**src/rtl/fifo_line_pkg.sv**
```systemverilog
// Shared types and size helpers for the capture-word line packer.
package fifo_line_pkg;
  localparam int                 DEF_IN_W     = 64;
  localparam int                 DEF_LINE_W   = 256;
  localparam logic [DEF_IN_W-1:0] DEF_PAD_WORD = 64'hFFFF_FFFF_FFFF_FFFF;

  typedef enum logic [2:0] {RUN, FLUSH, DRAIN, DONE, REARM} pk_state_e;

  function automatic int words_per_line(input int in_w, input int line_w);
    return line_w / in_w;
  endfunction

  function automatic int cnt_w(input int n);
    return (n > 1) ? $clog2(n) : 1;
  endfunction
endpackage

```
**src/rtl/line_out_slot.sv**
```systemverilog
// Single-entry valid/ready holding register for finished lines.
module line_out_slot
  import fifo_line_pkg::*;
#(
  parameter int DATA_W = DEF_LINE_W,
  parameter int FILL_W = 3
) (
  input  logic              clk,
  input  logic              rst_n,
  input  logic              i_load,
  input  logic [DATA_W-1:0] i_data,
  input  logic [FILL_W-1:0] i_fill,
  input  logic              i_ready,
  output logic              o_valid,
  output logic [DATA_W-1:0] o_data,
  output logic [FILL_W-1:0] o_fill,
  output logic              o_free
);
  logic              r_valid;
  logic [DATA_W-1:0] r_data;
  logic [FILL_W-1:0] r_fill;

  // A load wins over a same-cycle accept: the old line leaves, the new one lands.
  always_ff @(posedge clk) begin
    if (!rst_n) begin
      r_valid <= 1'b0;
      r_data  <= '0;
      r_fill  <= '0;
    end else if (i_load) begin
      r_valid <= 1'b1;
      r_data  <= i_data;
      r_fill  <= i_fill;
    end else if (r_valid && i_ready) begin
      r_valid <= 1'b0;
    end
  end

  assign o_valid = r_valid;
  assign o_data  = r_data;
  assign o_fill  = r_fill;
  assign o_free  = !r_valid || i_ready;
endmodule

```
**src/rtl/fifo_line_packer.sv**
```systemverilog
// Packs IN_W capture words into LINE_W lines; pads and emits a partial line on flush.
module fifo_line_packer
  import fifo_line_pkg::*;
#(
  parameter int              IN_W     = DEF_IN_W,
  parameter int              LINE_W   = DEF_LINE_W,
  parameter logic [IN_W-1:0] PAD_WORD = DEF_PAD_WORD
) (
  input  logic                          clk,
  input  logic                          rst_n,
  input  logic                          in_valid,
  input  logic [IN_W-1:0]               in_data,
  output logic                          in_ready,
  output logic                          opkwenb,
  input  logic                          flush_i,
  output logic                          flush_done,
  output logic                          out_valid,
  output logic [LINE_W-1:0]             out_data,
  input  logic                          out_ready,
  output logic [$clog2(LINE_W/IN_W):0]  out_fill,
  output logic [15:0]                   flush_cnt
);
  localparam int N      = words_per_line(IN_W, LINE_W);
  localparam int CNT_W  = cnt_w(N);
  localparam int FILL_W = CNT_W + 1;

  pk_state_e                r_state, w_next;
  logic [N-1:0][IN_W-1:0]   r_acc, w_full, w_pad;
  logic [CNT_W-1:0]         r_cnt;
  logic                     r_opkwenb;
  logic [15:0]              r_flush_cnt;
  logic                     w_xfer, w_last, w_free, w_pad_load, w_load;
  logic [LINE_W-1:0]        w_load_data;
  logic [FILL_W-1:0]        w_load_fill;

  // out_ready is deliberately kept out of in_ready; a full last slot stalls on out_valid alone.
  assign w_last     = (r_cnt == CNT_W'(N-1));
  assign in_ready   = rst_n && (r_state == RUN) && !flush_i && (!w_last || !out_valid);
  assign w_xfer     = in_valid && in_ready;
  assign w_pad_load = (r_state == FLUSH) && (r_cnt != '0) && w_free;
  assign w_load     = (w_xfer && w_last) || w_pad_load;

  always_comb begin
    w_full      = r_acc;
    w_full[N-1] = in_data;
    w_pad       = r_acc;
    for (int k = 0; k < N; k++)
      if (CNT_W'(k) >= r_cnt) w_pad[k] = PAD_WORD;
  end

  assign w_load_data = w_pad_load ? w_pad : w_full;
  assign w_load_fill = w_pad_load ? {1'b0, r_cnt} : FILL_W'(N);

  always_comb begin
    w_next = r_state;
    case (r_state)
      RUN:     if (flush_i) w_next = FLUSH;
      FLUSH:   if (r_cnt == '0) w_next = DONE;
               else if (w_free) w_next = DRAIN;
      DRAIN:   if (out_valid && out_ready) w_next = DONE;
      DONE:    w_next = REARM;
      REARM:   if (!flush_i) w_next = RUN;
      default: w_next = RUN;
    endcase
  end

  always_ff @(posedge clk) begin
    if (!rst_n) begin
      r_state     <= RUN;
      r_cnt       <= '0;
      r_acc       <= '0;
      r_opkwenb   <= 1'b0;
      r_flush_cnt <= '0;
    end else begin
      r_state   <= w_next;
      r_opkwenb <= w_xfer;
      if (w_xfer) begin
        r_acc[r_cnt] <= in_data;
        r_cnt        <= w_last ? '0 : r_cnt + 1'b1;
      end else if (w_pad_load) begin
        r_cnt <= '0;
        if (r_flush_cnt != 16'hFFFF) r_flush_cnt <= r_flush_cnt + 16'd1;
      end
    end
  end

  assign opkwenb    = r_opkwenb;
  assign flush_done = (r_state == DONE);
  assign flush_cnt  = r_flush_cnt;

  line_out_slot #(.DATA_W(LINE_W), .FILL_W(FILL_W)) u_slot (
    .clk     (clk),
    .rst_n   (rst_n),
    .i_load  (w_load),
    .i_data  (w_load_data),
    .i_fill  (w_load_fill),
    .i_ready (out_ready),
    .o_valid (out_valid),
    .o_data  (out_data),
    .o_fill  (out_fill),
    .o_free  (w_free)
  );
endmodule

```
**config.mk**
```make
export PLATFORM = sky130hd
export DESIGN_NAME = fifo_line_packer
export DESIGN_NICKNAME = d
export VERILOG_FILES = /design/src/rtl/fifo_line_pkg.sv /design/src/rtl/line_out_slot.sv /design/src/rtl/fifo_line_packer.sv
export SDC_FILE = /design/constraint.sdc
export NUM_CORES = 1
export LEC_CHECK = 0
export CORE_MARGIN = 5
export CORE_UTILIZATION = 40
export DETAILED_ROUTE_END_ITERATION = 6
export PLACE_DENSITY_LB_ADDON = 0.12
export SLEW_MARGIN = 20
export SYNTH_ARGS = -nofsm -noshare
export SYNTH_HDL_FRONTEND = slang
export SYNTH_SLANG_ARGS = --single-unit
```
**constraint.sdc**
```tcl
create_clock -name clk -period 5.7 [get_ports clk]
set_input_delay 1.14 -clock clk [delete_from_list [all_inputs] [get_ports clk]]
set_output_delay 1.14 -clock clk [all_outputs]
set_load 0.02 [all_outputs]
```
# Yosys cells after proc, flatten, opt, wreduce, memory -nomap -nowiden
# Cells that the tools add are included.
# word_totals
reg_bits,538
out_inout_bits,279
wordCells,72
# classes
n_addsub,2
order_cmp,6
n_eq_ne,10
muxes,20
bitwise,1
n_reduce_logical,22
# op_table
op,n
64-bit 2-to-1 mux,5
256-bit bitwise mux,1
256-bit 2-to-1 mux,1
64-bit demux with 2-bit select,1
3-bit 2-to-1 mux,6
16-bit by 1-bit adder with 16-bit output (second input constant),1
16-bit inequality test (second input constant),1
3-bit case mux with 5 select lines,1
1-bit logical AND,9
3-bit by 2-bit == test with 1-bit output (second input constant),2
2-bit 2-to-1 mux,3
2-bit inequality test (second input constant),3
2-bit nonzero test,3
1-bit by 2-bit >= comparator with 1-bit output (first input constant),2
2-bit >= comparator (first input constant),2
4-bit AND reduction,1
3-bit by 1-bit == test with 1-bit output (second input constant),1
3-bit == test (second input constant),1
1-bit zero test,3
3-bit zero test,1
1-bit logical OR,3
2-bit by 3-bit less-than comparator with 1-bit output (second input constant),1
3-bit by 2-bit inequality test with 1-bit output (second input constant),1
3-bit AND reduction,1
6 further kinds,7

# Longest topological paths before layout
# logic_depth
ltp_word,8
mapped_depth,9
ltp_nobuf,6

# Modules after synthesis
# Synthesis repeated with hierarchy kept, for this count alone.
# unflattened
hier_cells,2107
area_unflattened_um2,19299.8
# modules_own_cells
module,instances,cells_per_inst,area_each_um2
line_out_slot,1,839,9893.2
fifo_line_packer,1,1268,9406.5

# Worst setup path before layout
# Ideal clock, no wire load.
# synth_timing
path_kind,input-to-output
from,in rst_n
to,out in_ready
t_arrival_ps,2160
t_required_ps,4560
setup_slack_ps,2400
stages,4
path_buffers,2
path_cell_list,clkbuf_1 -> inv_1 -> clkbuf_1 -> nor3_1
# synth_via
elab_chain_cells,3
# synth_lines
item,line,text
"start, declared",fifo_line_packer.sv:10,"input logic rst_n,"
1-bit logical AND (3 in a row),fifo_line_packer.sv:38,assign in_ready = rst_n && (r_state == RUN) && !flush_i && (!w_last || !out_valid);
"end, declared",fifo_line_packer.sv:13,"output logic in_ready,"
# Every way passes these cells.

# Worst setup path after layout
# layout_timing
from,in flush_i
to,out in_ready
# layout_via
elab_chain_cells,3
# layout_lines
item,line,text
"start, declared",fifo_line_packer.sv:15,"input logic flush_i,"
1-bit zero test,-,
1-bit logical AND (2 in a row),fifo_line_packer.sv:38,
# Every way passes these cells.

==> metrics.md <==
| Metric | Value |
|---|---|
| Final hold vios | 0 |
| Synth area leaders | dfxtp_1 (57%), nand2_1 (11%), o221a_2 (8.6%), o21ai_0 (3.9%), o311a_1 (3.9%) |
| Initial antenna violation count | 0 |
| Worst EP required | 4560 ps |
| Fmax achieved | 228.3 MHz |
| Io pins | 348 |
| Max Cap Viol | 0 |
| Mapped Cells | 1806 |
| Reg clk slew, reported paths | 60 ps |
| Sequential fraction of the synthesis area | 0.5670 |
| Slew @ Worst Pin | 1066 ps |
| Share of the synthesized area in the top cell type | 0.5670 |
| CTS Hold Bufs | 0 |
| Leakage power | 8.106 nW |
| Yosys top cell by area | dfxtp_1 |
| Initial Utilization | 0.4017 |
| Count of cell types in the netlist | 44 |
| WL final | 50290 µm |
| Gpl congestion | 0.7523 |
| Cell area power density | 314.7 nW/µm² |
| Primary FF master, synth | dfxtp_1 |
| First-pass detailed-route iteration total | 5 |
| Clock sink count | 474 |
| Fin crit period | 4379 ps |
| Share of post-route cells with drive strength above 1 | 0.1113 |
| Crit Path Class | in -> out |
| Clock skew | 13.60 ps |
| Root Driver | clkbuf_16 |
| Setup violators final | 0 |
| Via count | 14120 |
| Chip height | 214.5 µm |
| Die width | 214.5 µm |
| Final antenna-violating net count | 0 |
| Crit end category | primary output |
| Residual DRC | 0 |
| Most common cell after layout, fill and taps aside | nand2_1 |
| Dpl hpwl | 30180 µm |
| Largest net degree at the start of global routing | 226 |
| GRT Residual Overflow | 0 |
| Vias per std cell | 5.361 |
| Startpoint Class | primary input |
| Number of global-route vias before repair | 13580 |
| CTS tree | done |
| Synth Area per Inst | 9.266 µm² |
| RSZ-0062 raised after global routing | false |
| Postcts setup bufs | 0 |
| H-tree depth | 2 |
| Die area | 46030 µm² |
| Placed insts | 2545 |
| Post-synthesis async set-or-reset flop share | 0 |
| Critical path arrival | 3240 ps |
| Post-synthesis register bit count | 474 |
| Core Rows | 75 |
| Syn Nets | 1880 |
| IO buf count | 347 |
| Worst hold path type | reg -> reg |
| Status | complete, no violations |
| Slew margin rel. | 0.2893 |
| Net count, final | 2132 |
| Core area | 41670 µm² |
| Yosys warning count | 0 |
| Area delta synth->final | 32.08% |
| # resized after CTS | 0 |
| First-pass GRT wire length | 78940 µm |
| Max-slew violations | 0 |
| EDFF count, synth | 0 |
| Final Cycle Share | 0.7683 |
| Max Root-Sink Buffers | 3 |
| Ant. Diodes | 0 |
| CP Max Fanout | 4 |
| Worst-Skew Late Latency | 570 ps |
| Layout Cells excl Fill | 2633 |
| Peak supply drop | 0.0002153 V |
| Synthesized cell area | 16730 µm² |
| Initial DRC count | 1150 |
| Most frequent cells in the layout | nand2_1 (505), dfxtp_1 (474), clkdlybuf4s50_1 (346), o21ai_0 (132), o221a_2 (128) |
| Cts bufs inserted | 50 |
| Setup TNS | 0 ps |
| Gr usage total | 0.2096 |
| WL/cell | 19.10 µm |
## routing by layer
| metal | share of wire | track usage | wire (µm) |
|---|---|---|---|
| met1 | 0.45 | 0.2845 | 22810 |
| met2 | 0.45 | 0.3281 | 22630 |
| met3 | 0.073 | 0.06396 | 3690 |
| met4 | 0.023 | 0.05433 | 1150 |
| met5 | 0 | 0 | 0 |
## synth_stat cells (2+ instances only)
cell and count:
nor4b_1 2, o221a_2 128, nand2_1 506, nor4_1 7
and2_1 2, nand2b_1 71, inv_1 6, mux2i_1 4
o311a_1 65, nor2_1 10, a22oi_1 3, a31oi_1 9
nor3_1 8, or4_1 5, clkbuf_1 138, nor2b_1 2
ha_1 5, nand3_1 82, o31ai_1 3, buf_2 9
or3_1 2, buf_1 17, and4_1 4, a21oi_1 87
dfxtp_1 474, and3_1 2, nand4_1 6, o21ai_0 132
o311ai_0 2
## sequential cells by signal, indices dropped and copies added (netlist names)
signal	count
u_slot.o_valid	1
u_slot.o_fill	3
flush_cnt	16
u_slot.o_data	256
opkwenb	1
r_cnt	2
r_state	3
r_acc	192
## worst max-delay path, stage by stage
cell             delay (ps)
clkdlybuf4s50_1         460
or4_1                   510
nor3_1                  410
clkdlybuf4s50_1         720
## final timing paths
kind	end	start	slack, ps	cells past startpoint
setup reg to reg	u_slot.o_data[103]$_SDFFE_PN0P_	r_cnt[1]$_SDFFE_PN0P_	2420	7
setup / recovery	in_ready	flush_i	1320	4
hold reg to reg	u_slot.o_data[13]$_SDFFE_PN0P_	r_acc[13]$_SDFFE_PN0P_	450	2
hold / removal	u_slot.o_data[13]$_SDFFE_PN0P_	r_acc[13]$_SDFFE_PN0P_	450	2
## power by group
group | internal (mW) | switching (mW)
logic | 0.174 | 0.246
clock network | 1.81 | 1.30
registers | 3.38 | 0.0383
## final cells by class
class / instances / area [µm²]
clock inverters: 13 / 100.1
fillers: 3863 / 19560
inverters: 6 / 25.02
repair buffers: 365 / 3709
multi-input cells: 1161 / 6640
clock buffers: 75 / 1466
well taps: 539 / 674.4
flip-flops and latches: 474 / 9489
## cells by family after synthesis
logic type                 share of synthesized area
AOI/OAI and AO/OA                             0.2017
adders and majority gates                   0.003738
buffers and inverters                        0.03948
DFF                                           0.5670
muxes                                       0.002393
and+or+nand+nor                               0.1856
## per-stage QoR
stage	utilization	hold slack [ps]	instance area, µm²	setup slack [ps]	power, mW
final	0.5305	449.1	22100	1321	6.955
after global routing	0.5305	463.3	22100	1313	7.219
after CTS	0.5305	448.9	22100	1345	7.040
after detailed placement	0.4929	443.0	20540	1369	3.914
after global placement	0.4923	438.7	20510	1373	3.907
after floorplan	-	434.3	16730	2400	3.697
(Power assumes the default switching activity.)
